==> src/rtl/fetch_ctrl.sv <==
// Instruction fetch/sequence controller: fetches one 16-bit word per instruction,
// executes PC control flow in a single EXEC cycle, and parks in HALT until reset.
module fetch_ctrl #(
    parameter logic [7:0] RESET_PC = 8'h00
) (
    input  logic        clk,
    input  logic        rst,
    output logic [7:0]  imem_addr,
    output logic        imem_req,
    input  logic [15:0] imem_rdata,
    input  logic        imem_ack,
    input  logic        zero_flag,
    output logic [15:0] inst,
    output logic        reg_en,
    output logic        halted
);

    typedef enum logic [1:0] {
        S_FETCH = 2'd0,
        S_EXEC  = 2'd1,
        S_HALT  = 2'd2
    } state_t;

    localparam logic [3:0] OP_JMP  = 4'h8;
    localparam logic [3:0] OP_BZ   = 4'h9;
    localparam logic [3:0] OP_HALT = 4'hF;

    state_t      r_state;
    logic [7:0]  r_pc;
    logic [15:0] r_inst;

    state_t      w_state_nxt;
    logic [7:0]  w_pc_nxt;
    logic [15:0] w_inst_nxt;
    logic [3:0]  w_opcode;
    logic [7:0]  w_imm;
    logic [7:0]  w_pc_inc;
    logic        w_write_class;

    assign w_opcode      = r_inst[15:12];
    assign w_imm         = r_inst[7:0];
    assign w_pc_inc      = r_pc + 8'd1;
    assign w_write_class = (w_opcode >= 4'h1) && (w_opcode <= 4'h7);

    always_ff @(posedge clk) begin
        if (rst) begin
            r_state <= S_FETCH;
            r_pc    <= RESET_PC;
            r_inst  <= '0;
        end else begin
            r_state <= w_state_nxt;
            r_pc    <= w_pc_nxt;
            r_inst  <= w_inst_nxt;
        end
    end

    always_comb begin
        w_state_nxt = r_state;
        w_pc_nxt    = r_pc;
        w_inst_nxt  = r_inst;
        imem_req    = 1'b0;
        reg_en      = 1'b0;
        halted      = 1'b0;

        unique case (r_state)
            S_FETCH: begin
                imem_req = 1'b1;
                // ack is only honoured while the request is out
                if (imem_ack) begin
                    w_inst_nxt  = imem_rdata;
                    w_state_nxt = S_EXEC;
                end
            end
            S_EXEC: begin
                reg_en      = w_write_class;
                w_state_nxt = S_FETCH;
                case (w_opcode)
                    OP_JMP:  w_pc_nxt = w_imm;
                    OP_BZ:   w_pc_nxt = zero_flag ? w_imm : w_pc_inc;
                    OP_HALT: w_state_nxt = S_HALT;
                    default: w_pc_nxt = w_pc_inc;
                endcase
            end
            S_HALT: begin
                halted = 1'b1;
            end
            default: begin
                w_state_nxt = S_FETCH;
            end
        endcase

        // reset masks every externally visible strobe in the same cycle
        if (rst) begin
            imem_req = 1'b0;
            reg_en   = 1'b0;
            halted   = 1'b0;
        end
    end

    assign imem_addr = r_pc;
    assign inst      = r_inst;

endmodule

==> config.mk <==
export PLATFORM = sky130hd
export DESIGN_NAME = fetch_ctrl
export DESIGN_NICKNAME = d
export VERILOG_FILES = /design/src/rtl/fetch_ctrl.sv
export SDC_FILE = /design/constraint.sdc
export NUM_CORES = 1
export LEC_CHECK = 0
export BUFFER_PORTS_ARGS = -buffer_cell sky130_fd_sc_hd__buf_2
export CORE_MARGIN = 5
export CORE_UTILIZATION = 47
export DETAILED_ROUTE_END_ITERATION = 8
export GPL_TIMING_DRIVEN = 0
export PLACE_DENSITY = 0.78
export SLEW_MARGIN = 20
export SYNTH_ARGS = -nofsm -noshare
export SYNTH_HDL_FRONTEND = slang
export SYNTH_SLANG_ARGS = --single-unit
==> constraint.sdc <==
create_clock -name clk -period 2 [get_ports clk]
set_input_delay 0.2 -clock clk [delete_from_list [all_inputs] [get_ports clk]]
set_output_delay 0.2 -clock clk [all_outputs]
set_load 0.01 [all_outputs]
# Word level (Yosys, flattened, before mapping)

Index checks and enable logic that the tools add are counted.

Output and inout bits: 27
Register bits after elaboration: 26
Logic and storage cells: 30
Input port bits: 20

Add/sub/neg operators: 1
Muxes and demuxes: 11
Order comparisons: 2
Reductions and logical operators: 5
Equality and inequality tests: 6
Bitwise operators: 2

Operators with widths:

| cell                                                           | number |
|---|---|
| one-hot mux 8 bit (3 select lines)                             | 1 |
| == test 4 bit, second input constant                           | 3 |
| adder 8 x 1 -> 8 bit, second input constant                    | 1 |
| 2-to-1 mux 8 bit                                               | 1 |
| 2-to-1 mux 1 bit                                               | 6 |
| one-hot mux 2 bit (3 select lines)                             | 1 |
| AND reduction 2 bit                                            | 3 |
| >= comparator 4 x 1 -> 1 bit, second input constant            | 1 |
| less-or-equal comparator 4 x 3 -> 1 bit, second input constant | 1 |
| 2-to-1 mux 2 bit                                               | 2 |
| == test 2 x 1 -> 1 bit, second input constant                  | 1 |
| == test 2 bit, second input constant                           | 1 |
| zero test 2 bit                                                | 1 |
| != test 2 bit, second input constant                           | 1 |
| inverter 1 bit                                                 | 2 |
| logical AND 1 bit                                              | 1 |

# Depth between registers and ports, before layout

Gate-level depths: netlist (run 1).

Depth in word-level cells: 4
Gate-level depth with buffers: 6
Mapped depth without buffers: 5

# Least setup slack after synthesis (run 1)

No wires, ideal clock.

Kind: register -> register
From: register r_inst[15], in the netlist inst[15]
To: register r_pc[3], in the netlist imem_addr[3]
Required time: 1.883 ns
Library setup time: 0.117 ns
Arrival: 1.479 ns
Period minus slack after synthesis: 1.596 ns
Setup slack: 0.404 ns
Cell stages (with the launch flop): 5
Buffers on the path: 0
Cells stage by stage: dfxtp_1 > nor3b_1 > nand2_1 > mux2_2 > a32o_1

Cells in the longest elaborated chain, start to end: 3
Elaborated cells between the ends (all ways): 6
Classes of those cells: eq/ne (3); mux (1); bitwise (1); reduce/logical (1)

RTL lines:

| element                                                                    | RTL line | source |
|---|---|---|
| start, declared                                                            | 30       | `logic [15:0] r_inst;` |
| start signal, assigned                                                     | 53       | `r_inst <= w_inst_nxt;` |
| branches (longest 3 deep; another with one-hot mux 8 bit (3 select lines)) | n/a      |  |
| end signal, assigned                                                       | 52       | `r_pc <= w_pc_nxt;` |
| end, declared                                                              | 29       | `logic [7:0] r_pc;` |

Several ways; the timed one is not identified.
A chain may end at the register's enable or synchronous reset.

# Final worst setup path (run 1)

From: register r_inst[14], in the netlist inst[14]
To: register r_pc[7], in the netlist imem_addr[7]

The elaborated chain is that of the path after synthesis.

==> out/qor.yml, run 1 <==
internal_power_uw: 805
worstPathMaxFanout: 7
arrival_ns: 1.98
cts.htree.levels: 1
yosysTopAreaCell: "dfxtp_1"
core_sq_mm: 0.00241
maxSlewViolCount: 0
wirelength_um: 3010
r2r_slack_ns: 0.28
grt_usage_pct: 17.7
r2r-start: "inst[14]"
synthTopCellsByArea: "dfxtp_1 45%, nand2_1 13%, a21oi_1 8.6%"
async_flop_share_pct: 0
cts.repair.resized: 0
crit_path_start: "inst[14]"
synth_common_cells: "41 x nand2_1, 26 x dfxtp_1, 20 x a21oi_1, 7 x nand3_1, 6 x clkbuf_1"
post-synth-top-count-cell: "nand2_1"
syn-cell-area_sq_mm: 0.00116
fp.dieH_um: 59.7
via_per_inst: 5.41
crit_path_end_kind: "flop"
cp-start-kind: "flop"
final-seq-area_sq_um: 520
multi_input_area_sq_um: 607
place_hpwl_um: 2320
holdBufCountCts: 0
grt_pass1_wl_um: 4820
cts_buffers: 3
tritoncts: "yes"
clock_skew_ns: 0.00590
yosysTopAreaCellShare_pct: 44.9
status: "finished clean"
timing.fmax_mhz: 581
synth_edf_count: 0
layout.nets: 218
syn_to_final_growth_pct: 27.6
fp.dieW_um: 59.7
power_frac_comb_pct: 13.4
syn_area_per_cell_sq_um: 7.88
drive_gt1_share_pct: 28.1
power_frac_seq_pct: 52.8
drt_iter0_drc: 60
pre_cts_ws_ns: 0.245
netSwitchingPower_uw: 264
clk_pin_slew_ns: 0.15
start_util_pct: 48.1
diodes: 0
seq_area_frac_synth_pct: 44.9
num-fill-cells: 214
clockRootBuffer: "clkbuf_4"
die-area_sq_mm: 0.00356
swShare_pct: 24.7
place_congestion: 0.835
cap_violations: 0
rows: 18
ys_seq_elements: 26
power.density_mw_per_mm2: 723
crit_path_end: "imem_addr[7]"
utilization_pct: 61.4
grt_pass1_vias: 1131
fin_crit_ns: 1.72
period_share_pct: 86.0
via_count: 1223
synthCells: 147
synth-warning-count: 0
synth_cell_types: 36
postCtsSetupBuffers: 0
worstReg2RegEnd: "imem_addr[7]"
grt.overflow.total: 0
clk_latency_ns: 0.32
cp_data_required_time_ns: 2.26
wl_per_cell_um: 13.3
layout_setup_ws_ns: 0.279
finalSetupTns_ns: 0
numClockSinks: 26
grt_max_degree: 16
r2r_cells: 5
p_total_uw: 1070
vdd_drop_max_v: 0.000461
synthFlopType: "dfxtp_1"
antenna_found_initial: 0
rsz0062_at_grt: "false"
tightest_slew_ns: 0.487
slew_headroom_pct: 67.5
total_leakage_power_uw: 0.000666
clock_power_share_pct: 33.8
path_class: "flop to flop"
drt.antenna.violating_nets: 0
hold_violations: 0
portBuffers: 45
dr.pass1.iters: 4
drc_errors: 0
syn-num-nets: 168
finalSetupViolations: 0
hold_path.class: "input pin to flop"
num_io_pins: 47
clk_path_buf_depth: 2
==> kinds of logic after synthesis <==
kind of cell	count (synthesis)	synth area share [%]
AO/OA/AOI/OAI	37	19.2
adder cells (fa/ha/maj)	1	1.08
buffers and inverters	9	3.13
flip-flops	26	44.9
multiplexers	2	1.84
AND/OR/NAND/NOR	72	29.8
==> power groups by stage <==
stage,clock (uW),combinational [uW],sequential (uW)
3_3_place_gp,0,140,574
6_report,361,143,565
2_1_floorplan,0,72.0,583
3_5_place_dp,0,144,576
5_1_grt,391,162,569
4_1_cts,366,144,564
==> critical path, stage by stage, from the launching register on <==
cell and delay [ns]:
dfxtp_1 0.39, and4_4 0.21, or2_0 0.19, clkbuf_2 0.16, or4_1 0.53, a31oi_1 0.17
==> flip-flops by register name (all words and copies together), names as in the netlist <==
name,flops
imem_addr,8
inst,16
r_state,2
==> how the worst min path moves through the flow <==
stage	from	to	slack (ns)	depth (start not counted)
2_1_floorplan	imem_ack	r_state[0]	0.32	1
3_3_place_gp	imem_ack	r_state[0]	0.43	2
3_5_place_dp	imem_rdata[6]	inst[6]	0.45	3
4_1_cts	imem_rdata[6]	inst[6]	0.09	3
5_1_grt	imem_rdata[3]	inst[3]	0.07	3
6_report	imem_rdata[0]	inst[0]	0.09	3
==> placed cells by master, fill, tap and decap left out, drive strengths merged, types with 2 or more instances in the layout <==
| cell type | synthesis | routed |
|---|---|---|
| and2 | 3 | 3 |
| o21ai | 4 | 4 |
| dfxtp | 26 | 26 |
| buf | 1 | 46 |
| a31oi | 4 | 4 |
| and3 | 2 | 2 |
| nor3 | 2 | 2 |
| and4 | 2 | 2 |
| a21oi | 20 | 20 |
| clkbuf | 7 | 10 |
| nand2b | 4 | 4 |
| a32o | 2 | 2 |
| nand2 | 41 | 41 |
| nand3 | 7 | 7 |
| nor2 | 4 | 4 |
==> stage by stage <==
step           instance area, sq um  instances  hold slack, ns
2_1_floorplan                  1160        147           0.322
3_3_place_gp                   1420        222           0.434
3_5_place_dp                   1420        222           0.448
4_1_cts                        1470        226          0.0909
5_1_grt                        1480        226          0.0718
6_report                       1480        226          0.0925
==> final cells by class <==
type                       count  area share (%)
multi-input combinational    112            41.0
sequential                    26            35.2
timing repair buffer          45            15.2
tap                           30            2.54
buffer                         8            2.20
clock inverter                 1            2.03
clock buffer                   3            1.52
inverter                       1           0.254
==> routing by layer <==
layer,track usage (%),share of wire [%],up-vias
met5,0,0,-
met4,6.65,0.50,0
met3,4.32,6.5,2
met2,30.4,50,36
met1,21.0,43,574
li1,-,-,611
Note: power is estimated with default switching activity, not from simulation.
==> run 2: changes to the inputs <==
ABC_AREA = 1   (was default)
CORE_UTILIZATION = 48   (was 47)
SLEW_MARGIN = default   (was 20)
==> out/qor.yml, run 2 <==
vdd_drop_max_v: 0.000730  # +58%
syn-num-nets: 200  # +19%
wl_per_cell_um: 11.3  # -15%
grt_usage_pct: 16.6  # -1.1 points
hold_violations: 0  # unchanged
cp-start-kind: "flop"
slew_headroom_pct: 79.1  # +12 points
clk_pin_slew_ns: 0.14  # about the same
num-fill-cells: 249  # +16%
syn-cell-area_sq_mm: 0.00126  # +9.2%
met2_length_um: 1340  # -11%
p_total_uw: 1180  # +10%
syn_to_final_growth_pct: 25.3
die-area_sq_mm: 0.00376  # +5.7%
r2r_cells: 7  # +2
synthTopCellsByArea: "dfxtp_1 41%, nor2_1 12%, nand2_1 8.0%"
numClockSinks: 26  # unchanged
clk_latency_ns: 0.33  # about the same
dr.pass1.iters: 4  # unchanged
cp_data_required_time_ns: 1.80  # -0.46 ns
r2r_slack_ns: 0.77  # +0.49 ns
synth_edf_count: 0  # unchanged
rows: 18  # unchanged
power.density_mw_per_mm2: 742  # +2.6%
layout_setup_ws_ns: 0.547  # +0.268 ns
worstReg2RegEnd: "imem_addr[6]"
synth_common_cells: "40 x nor2_1, 27 x nand2_1, 26 x dfxtp_1, 16 x o21ai_0, 14 x inv_1"
async_flop_share_pct: 0  # unchanged
core_sq_mm: 0.00250  # +3.7%
period_share_pct: 72.6  # -13 points
ys_seq_elements: 26  # unchanged
whs_ns: 0.103  # +0.0106 ns
finalSetupViolations: 0  # unchanged
fp.dieW_um: 61.3  # +2.8%
wl_met1_um: 1350  # +3.8%
drive_gt1_share_pct: 31.4  # +3.4 points
path_class: "flop to output port"
crit_path_start: "r_state[1]"
fp.dieH_um: 61.3  # +2.8%
grt.overflow.total: 0  # unchanged
synthCells: 179  # +22%
layout_commonest_cell: "buf_2"
drt.antenna.violating_nets: 0  # unchanged
drc_errors: 0  # unchanged
grt_pass1_vias: 1134  # +0.27%
crit_path_end: "reg_en"
largest_reg_flops: 16  # unchanged
place_hpwl_um: 2260  # -2.9%
tightest_slew_ns: 0.314  # -0.173 ns
portBuffers: 46  # +2.2%
cts_buffers: 3  # unchanged
routed-wl-met3_um: 232  # +19%
maxSlewViolCount: 0  # unchanged
layout.nets: 251  # +15%
crit_path_end_kind: "output port"
start_util_pct: 50.6  # +2.5 points
worstPathMaxFanout: 3  # -4
drt_iter0_drc: 66  # +10%
timing.fmax_mhz: 688  # +18%
hold_path.class: "input pin to flop"
pre_cts_ws_ns: 0.815  # +0.570 ns
clk_path_buf_depth: 2  # unchanged
highest_layer: "met4"
clock_skew_ns: 0.00357  # -0.00233 ns
post-synth-top-count-cell: "nor2_1"
grt_pass1_wl_um: 4720  # -2.2%
cap_violations: 0  # unchanged
arrival_ns: 1.25  # -0.73 ns
via_count: 1273  # +4.1%
most-common-layout-cells: "47 x buf_2, 40 x nor2_1, 27 x nand2_1"
design_area_sq_mm: 0.00159  # +7.2%
yosysTopAreaCellShare_pct: 41.1  # -3.8 points
multi_input_area_sq_um: 631  # +3.9%
fin_crit_ns: 1.45  # -0.268 ns
finalSetupTns_ns: 0  # unchanged
status: "finished clean"
num_io_pins: 47  # unchanged
rsz0062_at_grt: "false"
yosysTopAreaCell: "dfxtp_1"
antenna_found_initial: 0  # unchanged
seq_area_frac_synth_pct: 41.1  # -3.8 points
syn_area_per_cell_sq_um: 7.07  # -10%
post_dp_cell_area_sq_mm: 0.00153  # +7.8%
clockRootBuffer: "clkbuf_4"
diodes: 0  # unchanged
synth-warning-count: 0  # unchanged
postCtsSetupBuffers: 0  # unchanged
grt_max_degree: 16  # unchanged
synth_cell_types: 26  # -28%
final-seq-area_sq_um: 520  # unchanged
tritoncts: "yes"
synthFlopType: "dfxtp_1"
cts.htree.levels: 1  # unchanged
via_per_inst: 4.92  # -9.2%
holdBufCountCts: 0  # unchanged
r2r-start: "imem_addr[1]"
cts.repair.resized: 0  # unchanged
total_leakage_power_uw: 0.000771  # +16%
place_congestion: 0.913  # +9.4%
wirelength_um: 2940  # -2.5%
## run 2: cells by family (layout without fill, tap and decap cells)
| group | Yosys count | in the layout | synth area share [%] |
|---|---|---|---|
| AO/OA/AOI/OAI | 39 | 39 | 16.6 |
| adder cells (fa/ha/maj) | 1 | 1 | 0.989 |
| buffers and inverters | 25 | 75 | 9.00 |
| flip-flops | 26 | 26 | 41.1 |
| AND/OR/NAND/NOR | 88 | 88 | 32.2 |
## run 2: stage by stage
step | utilization (%) | cells
floorplan | - | 179
global placement | 61.3 | 255
detailed placement | 61.3 | 255
CTS | 63.4 | 259
global route | 63.4 | 259
finish | 63.4 | 259
## run 2: layer usage
metal / GRT usage (%) / vias to the layer above
met5: 0 / -
met4: 3.03 / 0
met3: 6.08 / 2
met2: 27.3 / 36
met1: 21.0 / 563
li1: - / 672
## run 2: where the power goes
group | internal [uW] | total [uW] | switching [uW]
clock | 203 | 364 | 161
combinational | 93.4 | 217 | 124
sequential | 558 | 595 | 37.2
## run 2: area by class of cell
| class | count | area share, % |
|---|---|---|
| multi-input cells | 128 | 39.8 |
| clock buffers | 3 | 1.42 |
| flip-flops and latches | 26 | 32.8 |
| well taps | 30 | 2.37 |
| repair buffers | 46 | 14.5 |
| plain buffers | 6 | 2.68 |
| inverters | 19 | 4.50 |
| clock inverters | 1 | 1.89 |
## run 2: worst max-delay path, stage by stage, from the launching register on
cell and delay [ns]:
dfxtp_1 0.37, nor2_4 0.16, nand2_1 0.09, nor3_1 0.15, buf_2 0.15
## run 2: worst min path at each step
stage | from | endpoint | slack, ns | cells after the start
floorplan | rst | r_state[0] | 0.27 | 1
global placement | imem_rdata[11] | inst[11] | 0.45 | 3
detailed placement | imem_rdata[11] | inst[11] | 0.45 | 3
CTS | imem_rdata[11] | inst[11] | 0.1 | 3
global route | imem_rdata[1] | inst[1] | 0.11 | 3
finish | imem_rdata[3] | inst[3] | 0.10 | 3
==> run 3: changes to the inputs <==
CORE_UTILIZATION = 43   (was 48)
PLACE_DENSITY = 0.74   (was 0.78)
clock period = 1.33 ns   (was 2 ns; I/O delays follow)
==> out/qor.yml, run 3 (synthesis gave the netlist of run 2 again) <==
largest_reg_flops: 16  # unchanged
fp.dieW_um: 64.2  # +4.7%
power.density_mw_per_mm2: 1110  # +49%
clk_path_buf_depth: 2  # unchanged
fp.dieH_um: 64.2  # +4.7%
drive_gt1_share_pct: 35.2  # +3.8 points
cpPeakStageDelay_ns: 0.37  # about the same
period_share_pct: 93.8
tightest_slew_ns: 0.312  # -0.00169 ns
finalSetupViolations: 0  # unchanged
maxSlewViolCount: 0  # unchanged
cts.htree.levels: 1  # unchanged
via_per_inst: 4.85  # -1.2%
crit_path_end_kind: "output port"
grt.overflow.total: 0  # unchanged
grt_usage_pct: 15.5  # -1.0 points
layout_commonest_cell: "buf_2"
place_congestion: 0.805  # -12%
die-area_sq_mm: 0.00413  # +9.7%
core_sq_mm: 0.00278  # +11%
wl_met1_um: 1390  # +3.4%
drt.antenna.violating_nets: 0  # unchanged
worstPathMaxFanout: 3  # unchanged
r2r-start: "r_state[1]"
clockRootBuffer: "clkbuf_4"
post_dp_cell_area_sq_mm: 0.00153  # about the same
r2r_slack_ns: 0.16  # -0.61 ns
cap_violations: 0  # unchanged
vdd_drop_max_v: 0.000900  # +23%
design_area_sq_mm: 0.00161  # +1.7%
met2_length_um: 1320  # -1.6%
numClockSinks: 26  # unchanged
fin_crit_ns: 1.25
slew_headroom_pct: 79.2  # +0.11 points
routed-wl-met3_um: 207  # -11%
grt_pass1_wl_um: 5320  # +13%
final-seq-area_sq_um: 527  # +1.2%
antenna_found_initial: 0  # unchanged
total_leakage_power_uw: 0.000783  # +1.5%
wl_per_cell_um: 11.3  # -0.16%
portBuffers: 46  # unchanged
pre_cts_ws_ns: 0.175  # -0.641 ns
grt_pass1_vias: 1233  # +8.7%
rsz0062_at_grt: "false"
slowest_stage: "dfxtp_1"
clk_latency_ns: 0.33  # about the same
rows: 19  # +1
layout_setup_ws_ns: 0.0823  # -0.465 ns
timing.fmax_mhz: 801
min-delay-start: "imem_rdata[4]"
worstReg2RegEnd: "imem_addr[6]"
multi_input_area_sq_um: 643  # +2.0%
num_io_pins: 47  # unchanged
layout.nets: 252  # +0.40%
holdPathStages: 3  # unchanged
via_count: 1267  # -0.47%
num-fill-cells: 277  # +11%
hold_violations: 0  # unchanged
hold_path.class: "input pin to flop"
tritoncts: "yes"
start_util_pct: 45.5  # -5.1 points
syn_to_final_growth_pct: 27.5
cp-start-kind: "flop"
r2r_cells: 7  # unchanged
path_class: "flop to output port"
wirelength_um: 2950  # +0.61%
crit_path_cell_trace: "nor2_4, nand2_2, nor3_2, buf_2"
utilization_pct: 58.0  # -5.4 points
status: "finished clean"
clk_pin_slew_ns: 0.15  # about the same
most-common-layout-cells: "47 x buf_2, 40 x nor2_1, 26 x nand2_1"
grt_max_degree: 16  # unchanged
drc_errors: 0  # unchanged
place_hpwl_um: 2250  # -0.34%
cp_data_required_time_ns: 1.20  # -0.60 ns
drt_iter0_drc: 30  # -55%
clock_skew_ns: 0.0117  # +0.00816 ns
cts_buffers: 3  # unchanged
finalSetupTns_ns: 0  # unchanged
arrival_ns: 1.11  # -0.14 ns
diodes: 0  # unchanged
dr.pass1.iters: 4  # unchanged
highest_layer: "met4"
hold_path_end: "inst[4]"
## run 3: cell types whose count changed in the layout (fill, tap and decap cells not counted)
cell / change
nor3_2: +2
nand2_2: +1
nor3_1: -2
nand2_1: -1
dfxtp_1: -5
dfxtp_2: +5
buf_4: +1
## run 3: layout make-up
type,count,area share (%)
multi-input combinational,128,39.9
sequential,26,32.7
timing repair buffer,47,14.7
inverter,19,4.42
buffer,6,2.64
tap,31,2.40
clock inverter,1,1.86
clock buffer,3,1.40
## run 3: how the worst max path moves through the flow
stage	from	endpoint	slack (ns)
CTS	r_state[0]	reg_en	0.01
detailed placement	imem_addr[0]	imem_addr[6]	0.17
global placement	imem_addr[0]	imem_addr[6]	0.19
finish	r_state[1]	reg_en	0.08
floorplan	imem_addr[0]	imem_addr[6]	0.20
global route	imem_addr[1]	imem_addr[6]	0.004
## run 3: worst max-delay path, delay by kind of cell (launching register included)
kind	cells	cell delay, ns
DFF	1	0.37
and+or+nand+nor	3	0.27
buffers and inverters	1	0.14
## run 3: power breakdown
group          leakage, uW  internal [uW]  switching (uW)  total (uW)
registers         0.000217            841            55.1         896
clock network    0.0000279            305             248         553
logic             0.000538            144             189         333
total             0.000783           1290             492        1780
## run 3: metal layers
| layer | global-route usage [%] | vias to the layer above |
|---|---|---|
| li1 | - | 675 |
| met1 | 20.2 | 556 |
| met2 | 24.3 | 32 |
| met3 | 4.38 | 4 |
| met4 | 5.85 | 0 |
| met5 | 0 | - |
## run 3: timing repair
| action | 4_1_cts | 5_1_grt |
|---|---|---|
| buffers inserted | 1 | 0 |
| setup endpoints to repair | 1 | 2 |
| resized for setup | 1 | 7 |
| hold endpoints to repair | 0 | 0 |
| hold buffers | 0 | 0 |
| pin swaps | 2 | 1 |
## run 3: per-stage QoR
stage / hold slack (ns) / instances / power [uW]
after floorplan: 0.205 / 179 / 1110
after global placement: 0.378 / 256 / 1240
after detailed placement: 0.385 / 256 / 1240
after CTS: 0.0245 / 261 / 1790
after global routing: 0.0458 / 261 / 1880
final: 0.0329 / 261 / 1780
